<file path="src/rtl/scroll_message_controller_pkg.sv">
// -----------------------------------------------------------------------------
// scroll_message_controller_pkg
// Shared definitions for the scrolling message controller:
//   - segment bit order and the blank pattern (segments are active-low)
//   - character codes beyond the hex digits
//   - controller state encoding
// -----------------------------------------------------------------------------
package scroll_message_controller_pkg;

    // Segment vector order is {g,f,e,d,c,b,a}; bit 0 is segment a.
    localparam int SEG_A = 0;
    localparam int SEG_G = 6;

    // Active-low: all ones lights nothing.
    localparam logic [6:0] SEG_BLANK = 7'h7F;

    // Codes 0..15 are hex digits; the rest are below. 21..31 decode as blank.
    localparam logic [4:0] CH_BLANK = 5'd16;
    localparam logic [4:0] CH_DASH  = 5'd17;
    localparam logic [4:0] CH_H     = 5'd18;
    localparam logic [4:0] CH_L     = 5'd19;
    localparam logic [4:0] CH_P     = 5'd20;

    typedef enum logic [1:0] {
        ST_IDLE   = 2'd0,
        ST_SCROLL = 2'd1,
        ST_FLUSH  = 2'd2
    } state_t;

endpackage

</file>
<file path="src/rtl/scroll_message_controller_if.sv">
// -----------------------------------------------------------------------------
// scroll_message_controller_if
// Character load bus into the message buffer.
// Handshake: a character transfers on a rising clock edge where load_valid and
// load_ready are both high. load_char/load_last are only meaningful while
// load_valid is high; load_ready may drop without waiting for load_valid.
//   load_valid  master->slave  write request
//   load_ready  slave->master  buffer accepts a char this cycle
//   load_char   master->slave  5-bit character code
//   load_last   master->slave  marks load_char as the final char of the message
// -----------------------------------------------------------------------------
interface scroll_message_controller_if;
    logic       load_valid;
    logic       load_ready;
    logic [4:0] load_char;
    logic       load_last;

    modport master (
        output load_valid,
        output load_char,
        output load_last,
        input  load_ready
    );

    modport slave (
        input  load_valid,
        input  load_char,
        input  load_last,
        output load_ready
    );
endinterface

</file>
<file path="src/rtl/scroll_message_controller_decoder.sv">
// -----------------------------------------------------------------------------
// seg7_char_decoder
// Combinational 5-bit character code to 7-bit active-low segment pattern.
//   code  in  5  character code (0-15 hex, 16 blank, 17 '-', 18 H, 19 L, 20 P)
//   seg   out 7  {g,f,e,d,c,b,a}, 0 = segment lit
// -----------------------------------------------------------------------------
module seg7_char_decoder
    import scroll_message_controller_pkg::*;
(
    input  logic [4:0] code,
    output logic [6:0] seg
);

    always_comb begin
        seg = SEG_BLANK;
        case (code)
            5'd0:    seg = 7'b1000000;
            5'd1:    seg = 7'b1111001;
            5'd2:    seg = 7'b0100100;
            5'd3:    seg = 7'b0110000;
            5'd4:    seg = 7'b0011001;
            5'd5:    seg = 7'b0010010;
            5'd6:    seg = 7'b0000010;
            5'd7:    seg = 7'b1111000;
            5'd8:    seg = 7'b0000000;
            5'd9:    seg = 7'b0010000;
            5'd10:   seg = 7'b0001000;
            5'd11:   seg = 7'b0000011;
            5'd12:   seg = 7'b1000110;
            5'd13:   seg = 7'b0100001;
            5'd14:   seg = 7'b0000110;
            5'd15:   seg = 7'b0001110;
            CH_DASH: seg = 7'b0111111;
            CH_H:    seg = 7'b0001001;
            CH_L:    seg = 7'b1000111;
            CH_P:    seg = 7'b0001100;
            default: seg = SEG_BLANK;
        endcase
    end

endmodule

</file>
<file path="src/rtl/scroll_message_controller.sv">
// -----------------------------------------------------------------------------
// scroll_message_controller
// Stores a short character message and feeds it, one char per paced strobe,
// into the six-digit 7-segment shift register so the text scrolls. At the end
// of the message it either wraps (loop_mode) or pushes NUM_DIGITS blanks.
//   clock        in   system clock, rising edge
//   En           in   asynchronous active-low reset
//   load_bus     slave modport: load_valid/load_ready/load_char/load_last
//   start        in   1-cycle pulse, begin scrolling (IDLE only)
//   stop         in   1-cycle pulse, abort scrolling and flush the display
//   loop_mode    in   1 = wrap to first char, sampled at each end of message
//   seg_out      out  active-low {g,f,e,d,c,b,a} to shift register Din
//   shift_pulse  out  1-cycle strobe, shift register captures seg_out
//   busy         out  high in SCROLL and FLUSH
//   msg_len      out  number of chars stored
//   dbg_state    out  current controller state
// -----------------------------------------------------------------------------
module scroll_message_controller
    import scroll_message_controller_pkg::*;
#(
    parameter int TICK_DIV   = 25_000_000,
    parameter int MSG_DEPTH  = 16,
    parameter int NUM_DIGITS = 6
) (
    input  logic                         clock,
    input  logic                         En,
    scroll_message_controller_if.slave   load_bus,
    input  logic                         start,
    input  logic                         stop,
    input  logic                         loop_mode,
    output logic [6:0]                   seg_out,
    output logic                         shift_pulse,
    output logic                         busy,
    output logic [4:0]                   msg_len,
    output state_t                       dbg_state
);

    localparam int PW    = $clog2(TICK_DIV);
    localparam int IDX_W = (MSG_DEPTH > 1) ? $clog2(MSG_DEPTH) : 1;
    localparam int FW    = $clog2(NUM_DIGITS + 1);

    state_t           state;
    logic [PW-1:0]    prescaler;
    logic [IDX_W-1:0] index;
    logic [FW-1:0]    flush_cnt;
    logic             msg_closed;
    logic [4:0]       msg_buf [MSG_DEPTH];

    logic             wr_fire;
    logic [4:0]       wr_len;
    logic [IDX_W-1:0] wr_addr;
    logic             tick;
    logic             at_last;
    logic [6:0]       dec_seg;

    assign dbg_state = state;

    // Loads only in IDLE so the message cannot change under a running scroll.
    assign load_bus.load_ready = (state == ST_IDLE) && (msg_len < 5'(MSG_DEPTH));
    assign wr_fire = load_bus.load_valid && load_bus.load_ready;

    // A closed message is replaced from entry 0 by the next write.
    assign wr_len  = msg_closed ? 5'd1 : msg_len + 5'd1;
    assign wr_addr = msg_closed ? '0 : msg_len[IDX_W-1:0];

    assign tick    = (prescaler == PW'(TICK_DIV - 1));
    assign at_last = (5'(index) == msg_len - 5'd1);

    seg7_char_decoder u_decoder (
        .code (msg_buf[index]),
        .seg  (dec_seg)
    );

    always_ff @(posedge clock) begin
        if (wr_fire) begin
            msg_buf[wr_addr] <= load_bus.load_char;
        end
    end

    always_ff @(posedge clock or negedge En) begin
        if (!En) begin
            state       <= ST_IDLE;
            seg_out     <= SEG_BLANK;
            shift_pulse <= 1'b0;
            busy        <= 1'b0;
            msg_len     <= 5'd0;
            prescaler   <= '0;
            index       <= '0;
            flush_cnt   <= '0;
            msg_closed  <= 1'b1;
        end else begin
            case (state)
                ST_IDLE: begin
                    shift_pulse <= 1'b0;
                    if (wr_fire) begin
                        msg_len    <= wr_len;
                        msg_closed <= load_bus.load_last || (wr_len == 5'(MSG_DEPTH));
                    end else if (start && !stop && (msg_len != 5'd0)) begin
                        state     <= ST_SCROLL;
                        busy      <= 1'b1;
                        index     <= '0;
                        prescaler <= '0;
                    end
                end

                ST_SCROLL: begin
                    if (stop) begin
                        shift_pulse <= 1'b0;
                        prescaler   <= '0;
                        flush_cnt   <= '0;
                        state       <= ST_FLUSH;
                    end else if (tick) begin
                        prescaler   <= '0;
                        shift_pulse <= 1'b1;
                        seg_out     <= dec_seg;
                        if (!at_last) begin
                            index <= index + 1'b1;
                        end else if (loop_mode) begin
                            index <= '0;
                        end else begin
                            flush_cnt <= '0;
                            state     <= ST_FLUSH;
                        end
                    end else begin
                        prescaler   <= prescaler + 1'b1;
                        shift_pulse <= 1'b0;
                    end
                end

                ST_FLUSH: begin
                    // flush_cnt reaches NUM_DIGITS on the last blank strobe;
                    // the following cycle returns to IDLE.
                    if (flush_cnt == FW'(NUM_DIGITS)) begin
                        shift_pulse <= 1'b0;
                        prescaler   <= '0;
                        busy        <= 1'b0;
                        state       <= ST_IDLE;
                    end else if (tick) begin
                        prescaler   <= '0;
                        shift_pulse <= 1'b1;
                        seg_out     <= SEG_BLANK;
                        flush_cnt   <= flush_cnt + 1'b1;
                    end else begin
                        prescaler   <= prescaler + 1'b1;
                        shift_pulse <= 1'b0;
                    end
                end

                default: begin
                    state       <= ST_IDLE;
                    shift_pulse <= 1'b0;
                    busy        <= 1'b0;
                end
            endcase
        end
    end

endmodule

</file>
<file path="src/flat_wrapper.sv">
// flat-port wrapper written by rule: the top's interface ports become plain ports
module scroll_message_controller_flat import scroll_message_controller_pkg::*;
#(
    parameter int TICK_DIV   = 25_000_000,
    parameter int MSG_DEPTH  = 16,
    parameter int NUM_DIGITS = 6
)
  (clock, En, start, stop, loop_mode, seg_out, shift_pulse, busy, msg_len, dbg_state, load_bus_load_valid, load_bus_load_char, load_bus_load_last, load_bus_load_ready);
  scroll_message_controller_if load_bus_i ();
  input  logic clock;
  input  logic En;
  input  logic start;
  input  logic stop;
  input  logic loop_mode;
  output logic [6:0] seg_out;
  output logic shift_pulse;
  output logic busy;
  output logic [4:0] msg_len;
  output state_t dbg_state;
  input wire logic [$bits(load_bus_i.load_valid)-1:0] load_bus_load_valid;
  input wire logic [$bits(load_bus_i.load_char)-1:0] load_bus_load_char;
  input wire logic [$bits(load_bus_i.load_last)-1:0] load_bus_load_last;
  output wire logic [$bits(load_bus_i.load_ready)-1:0] load_bus_load_ready;
  assign load_bus_i.load_valid = load_bus_load_valid;
  assign load_bus_i.load_char = load_bus_load_char;
  assign load_bus_i.load_last = load_bus_load_last;
  assign load_bus_load_ready = load_bus_i.load_ready;
  scroll_message_controller #(.TICK_DIV(TICK_DIV), .MSG_DEPTH(MSG_DEPTH), .NUM_DIGITS(NUM_DIGITS)) u_core (.clock(clock), .En(En), .load_bus(load_bus_i), .start(start), .stop(stop), .loop_mode(loop_mode), .seg_out(seg_out), .shift_pulse(shift_pulse), .busy(busy), .msg_len(msg_len), .dbg_state(dbg_state));
endmodule
</file>
<file path="config.mk">
export PLATFORM = sky130hd
export DESIGN_NAME = scroll_message_controller_flat
export DESIGN_NICKNAME = d
export VERILOG_FILES = /design/src/rtl/scroll_message_controller_pkg.sv /design/src/rtl/scroll_message_controller_if.sv /design/src/rtl/scroll_message_controller_decoder.sv /design/src/rtl/scroll_message_controller.sv /design/src/flat_wrapper.sv
export SDC_FILE = /design/constraint.sdc
export NUM_CORES = 1
export LEC_CHECK = 0
export ABC_CLOCK_PERIOD_IN_PS = 3550
export BUFFER_PORTS_ARGS = -buffer_cell sky130_fd_sc_hd__clkbuf_2
export CORE_ASPECT_RATIO = 2
export CORE_UTILIZATION = 41
export DETAILED_ROUTE_END_ITERATION = 7
export PLACE_DENSITY = 0.53
export SLEW_MARGIN = 20
export SYNTH_ARGS = -nofsm -noshare
export SYNTH_HDL_FRONTEND = slang
export SYNTH_SLANG_ARGS = --single-unit
export TNS_END_PERCENT = 5
</file>
<file path="constraint.sdc">
create_clock -name clock -period 3.55 [get_ports clock]
set_clock_uncertainty 0.1 [all_clocks]
set_input_delay 0 -clock clock [delete_from_list [all_inputs] [get_ports clock]]
set_output_delay 0 -clock clock [all_outputs]
set_load 0.01 [all_outputs]
</file>
Word-level counts from Yosys, hierarchy flattened
Memory sizes are Yosys's and may differ from the RTL's.
Index checks and enable logic that the tools add are counted.
W data, S select, Z words.
{"block": "word_totals", "regBits": 49, "mem_bits_rw": 80, "mem_bits_ro": 224, "inputBits": 12, "word_cells": 98, "n_memories": 2}
{"memory": "(name not given)", "words": 32, "width": 7, "read_ports": 1, "rd_ports_with_merged_regs": 0, "write_ports": 0, "line_no": "scroll_message_controller_decoder.sv:16", "rtl": "case (code)"}
{"memory": "u_core.msg_buf", "words": 16, "width": 5, "read_ports": 1, "rd_ports_with_merged_regs": 0, "write_ports": 1, "line_no": "scroll_message_controller.sv:47", "rtl": "logic [4:0] msg_buf [MSG_DEPTH];"}
{"block": "op_classes", "addsub": 5, "order_cmp": 1, "eq_ne": 17, "n_mux": 45, "bitwise": 1, "reduce_logical": 18}
{"cell": "$mux W25", "count": 5}
{"cell": "$pmux W25 S3", "count": 1}
{"cell": "$mux W4", "count": 7}
{"cell": "$mux W7", "count": 4}
{"cell": "$add A25 B1 Y25 const B", "count": 1}
{"cell": "$eq A25 B25 Y1 const B", "count": 1}
{"cell": "$mux W3", "count": 6}
{"cell": "$reduce_and A6 Y1", "count": 3}
{"cell": "$mux W2", "count": 7}
{"cell": "$pmux W7 S2", "count": 1}
{"cell": "$mux W1", "count": 8}
{"cell": "$ne A2 B2 Y1 const B", "count": 4}
{"cell": "$pmux W4 S2", "count": 1}
{"cell": "$ne A2 B1 Y1 const B", "count": 3}
{"cell": "$ne A3 B2 Y1 const B", "count": 2}
{"cell": "$ne A3 B3 Y1 const B", "count": 2}
{"cell": "$pmux W2 S3", "count": 1}
{"cell": "$pmux W3 S2", "count": 1}
{"cell": "$add A5 B1 Y5 const B", "count": 1}
{"cell": "$eq A4 B5 Y1", "count": 1}
{"cell": "$eq A5 B5 Y1 const B", "count": 1}
{"cell": "$lt A5 B5 Y1 const B", "count": 1}
{"cell": "$mux W5", "count": 1}
{"cell": "$reduce_and A5 Y1", "count": 1}
{"cell": "other kinds (19)", "count": 23}

Longest topological paths before layout
{"block": "logic_depth", "ltp_word": 6, "depth_mapped": 13, "ltp_nobuf": 10}

Cells and area by module
A second synthesis with hierarchy kept.
{"block": "unflattened", "hier_cells": 565, "hier_area_um2": 6561.3}
{"mod": "scroll_message_controller", "instances": 1, "cells_each": 506, "area_per_inst_um2": 6119.6, "seq_area_each_um2": 3638.5}
{"mod": "seg7_char_decoder", "instances": 1, "cells_each": 59, "area_per_inst_um2": 441.7, "seq_area_each_um2": 0.0}

Worst setup path before layout
No wires, ideal clock.
{"block": "synth_path", "path_type": "flip-flop to flip-flop", "from": "register u_core.index[0]", "to": "register u_core.seg_out[6]", "setup_time_ps": 77, "arrival_ps": 2541, "required_time_ps": 3373, "slack_ps": 831, "stages_incl_launch_ff": 11, "n_path_buf": 3, "synth_period_minus_slack_ps": 2719, "cell_sequence": "dfrtp_1 -> buf_6 -> buf_12 -> buf_8 -> mux4_2 -> a22o_1 -> nor2_1 -> ha_1 -> mux2_2 -> a32o_1 -> a31oi_1"}
{"block": "synth_via", "elab_chain_cells": 5}
{"item": "from (decl)", "line_no": "scroll_message_controller.sv:44", "rtl": "logic [IDX_W-1:0] index;"}
{"item": "from (signal assigned)", "line_no": "scroll_message_controller.sv:117", "rtl": "index <= index + 1'b1;"}
{"item": "$mem_v2 Z16 W5"}
{"item": "$mem_v2 Z32 W7"}
{"item": "$mux W7", "line_no": "scroll_message_controller.sv:112", "rtl": "end else if (tick) begin"}
{"item": "$mux W7", "line_no": "scroll_message_controller.sv:107", "rtl": "if (stop) begin"}
{"item": "$pmux W7 S2", "line_no": "scroll_message_controller.sv:92", "rtl": "case (state)"}
{"item": "to (signal assigned)", "line_no": "scroll_message_controller.sv:115", "rtl": "seg_out <= dec_seg;"}
{"item": "to (decl)", "line_no": "scroll_message_controller.sv:31", "rtl": "output logic [6:0] seg_out,"}
No other way between the ends. The select of a mux whose other input is x is not followed.
A chain may end at the register's enable or synchronous reset.

Worst setup path in the final report
{"block": "layout_path", "from": "register u_core.prescaler[0]", "to": "register u_core.flush_cnt[1]"}
{"block": "layout_via", "elab_chain_cells": 3, "elab_cells_between_ends": 4}
{"item": "from (decl)", "line_no": "scroll_message_controller.sv:43", "rtl": "logic [PW-1:0] prescaler;"}
{"item": "from (signal assigned)", "line_no": "scroll_message_controller.sv:125", "rtl": "prescaler <= prescaler + 1'b1;"}
{"item": "from (signal assigned)", "line_no": "scroll_message_controller.sv:144", "rtl": "prescaler <= prescaler + 1'b1;"}
{"item": "$eq A25 B25 Y1 (*)", "line_no": "scroll_message_controller.sv:66", "rtl": "assign tick = (prescaler == PW'(TICK_DIV - 1));"}
{"item": "$ne A3 B2 Y1 (no line) / $ne A2 B1 Y1 (equally long branches)"}
{"item": "$reduce_and A6 Y1 (no line) (*)"}
{"item": "to (signal assigned)", "line_no": "scroll_message_controller.sv:142", "rtl": "flush_cnt <= flush_cnt + 1'b1;"}
{"item": "to (decl)", "line_no": "scroll_message_controller.sv:45", "rtl": "logic [FW-1:0] flush_cnt;"}
Mark *: on every way between the ends. The rest lies on a longest branch, timed or not.

==> flow_summary.toml <==
[logic_synthesis]
synth_edf_count = 80
postSynth.asyncResetShare = 0.380
ys_seq_elements = 129
seq_area_frac_synth = 0.558
yosysWarnings = 0
synth_cell_type_count = 79
synth_top_flop_cell = "edfxtp_1"
synthesis.area_sq_mm = 0.00652
syn_inst = 534
syn_nets = 561
syn_area_per_cell_sq_um = 12.2

[timing]
max_freq_mhz = 336
hold_violations = 0
worst_slew_pin_slew_ns = 0.929
rsz0062_at_grt = "false"
hold-worst-slack_ns = 0.0153
worst_slack_ns = 0.574
slew_viol_final = 0
max_slew_margin = 0.375
setup_tns_ns = 0
period_needed_ns = 2.98
setup_violations = 0
layout_worst_path_cycle_share = 0.838

[clocking]
tritoncts = "yes"
cts_setup_buffers = 0
htree_levels = 4
clk_pin_slew_ns = 0.06
cts_root_buf = "clkbuf_16"
clk_path_buf_depth = 2
cts_sinks = 129
numCtsBuffers = 17
clk_latency_ns = 0.41

[grt]
grt_pass1_wl_mm = 25.2
grtUsageTotal = 0.207
grt_start_max_net_pins = 33
overflow = 0
grt_antenna_before_repair = 0
grt_pass1_vias = 4651

[place]
dp_cells = 744
port_buffers = 28
gp_congestion = 0.812
hpwlAfterDp_mm = 12.0
place_area_sq_mm = 0.00682
place_ws_ns = 0.579

[floorplan]
fp-row-count = 64
die_w_um = 91.2
pin_count = 29
initial_core_util = 0.422
core_area_sq_mm = 0.0155
die_area_sq_mm = 0.0164
die_y_um = 180

[setup_path]
ff2ff_path_depth = 7
crit_arrival_ns = 3.17
critPathMaxFanout = 10
critPathLaunchType = "flop"
cp.required_ns = 3.75
critPathCaptureType = "flop"
critical_path_class = "flop to flop"

[finish]
n_fill_cell = 1398
fin_cells = 784
num_antenna_cells = 0
area_growth_pct = 14.9
fin_area_sq_mm = 0.00750
fin_nets = 602
final_core_util = 0.485
drive_gt1_frac = 0.169

[flow_run]
maxCapViolations = 0

[route]
wl_per_cell_um = 20.5
ant_nets = 0
drt_wl_total_mm = 16.1
drcViolationCount = 0
vias = 4373
dr.pass1.iters = 4
drt_iter0_drc = 198
viasPerCell = 5.58

[power_and_ir_drop]
power_mw = 5.65
peakVddDrop_v = 0.000349
p_per_area_mw_per_mm2 = 754
leakage_nw = 2.77

[worst_hold_path]
hold_path_class = "primary input to async pin"

[run_status]
status = "finished, final reports clean"
-- cells in the final DEF (no fill, tap or decap), types with 11 or more instances in the layout --
master / netlist / final
nand3_1: 24 / 24
nor2_1: 46 / 46
nand2_1: 34 / 34
clkbuf_16: 0 / 17
edfxtp_1: 80 / 80
a221oi_1: 11 / 11
mux2i_1: 21 / 21
xor2_1: 13 / 13
clkbuf_2: 1 / 28
dfrtp_1: 41 / 41
ha_1: 15 / 15
inv_1: 25 / 25
o21ai_0: 27 / 27
-- layout make-up --
type	instances	area [sq um]	area share
Timing Repair Buffer	45	305	0.0407
Multi-Input combinational cell	357	2640	0.352
Inverter	25	93.8	0.0125
Clock inverter	12	144	0.0192
Clock buffer	18	429	0.0573
Sequential cell	129	3640	0.485
Tap cell	198	248	0.0330
-- path summary, 6_finish.rpt --
kind	slack [ns]	startpoint	end
setup / recovery	0.57	u_core.prescaler[0]	u_core.flush_cnt[1]
hold reg to reg	0.38	u_core.seg_out[2]	u_core.seg_out[2]
hold / removal	0.02	En	u_core.msg_closed
max in group asynchronous	2.07	En	u_core.busy
setup reg to reg	0.57	u_core.prescaler[0]	u_core.flush_cnt[1]
min in group clock	0.13	start	u_core.prescaler[18]
-- per-layer routing --
metal	up-vias	GRT usage	wire (um)
met5	-	0	0
met4	0	0.107	630
met3	34	0.0350	302
met2	66	0.423	9600
met1	2169	0.185	5560
li1	2104	-	-
-- Yosys cell counts, types with 5 or more instances --
library cell	number	area [sq um]
nor4_1	5	31.3
dfrtp_1	41	1030
nor2b_1	7	43.8
ha_1	15	188
nand3_1	24	120
nand4_1	7	43.8
a221oi_1	11	96.3
nor3b_1	8	60.1
a21oi_1	8	40.0
nor3_1	10	50.1
xor2_1	13	114
mux2_2	6	67.6
and2_1	9	56.3
nor2_1	46	173
o31ai_1	7	52.6
o21ai_0	27	135
mux4_2	9	203
clkbuf_1	12	45.0
inv_1	25	93.8
nand2b_1	5	31.3
and3_1	6	37.5
dfstp_2	8	210
nand2_1	34	128
edfxtp_1	80	2400
mux2i_1	21	210
-- where the power goes --
group          switching (mW)  internal, mW
Clock                   0.625          1.09
Combinational            1.23         0.793
Sequential              0.142          1.77
-- repair_timing --
action	CTS	global route
endpoints found under the setup margin	0	0
hold buffers	10	0
gates resized for setup	0	0
endpoints found under the hold margin	126	0
-- registers in the layout, summed over array words and instances (netlist names) --
name / flops
u_core.msg_closed: 1
u_core.shift_pulse: 1
u_core.prescaler: 25
u_core.flush_cnt: 3
u_core.busy: 1
u_core.dbg_state: 2
u_core.msg_buf: 80
u_core.msg_len: 5
u_core.seg_out: 7
u_core.index: 4
-- cells by family after synthesis --
family | count (synthesis) | synth area share
flip-flops | 129 | 0.558
AND/OR/NAND/NOR | 183 | 0.148
AO/OA/AOI/OAI | 103 | 0.116
buffers and inverters | 48 | 0.0378
XOR/XNOR | 16 | 0.0215
multiplexers | 40 | 0.0898
adder cells (fa/ha/maj) | 15 | 0.0288
-- worst max-delay path, cell delays in order (launching register included) --
cell,delay (ns)
dfrtp_1,0.39
ha_1,0.24
nand3_1,0.14
or3_1,0.54
nor3_4,0.46
nor4b_2,0.48
o21ai_1,0.20
mux2_2,0.30
No activity file was read; power rests on OpenSTA's default activity.
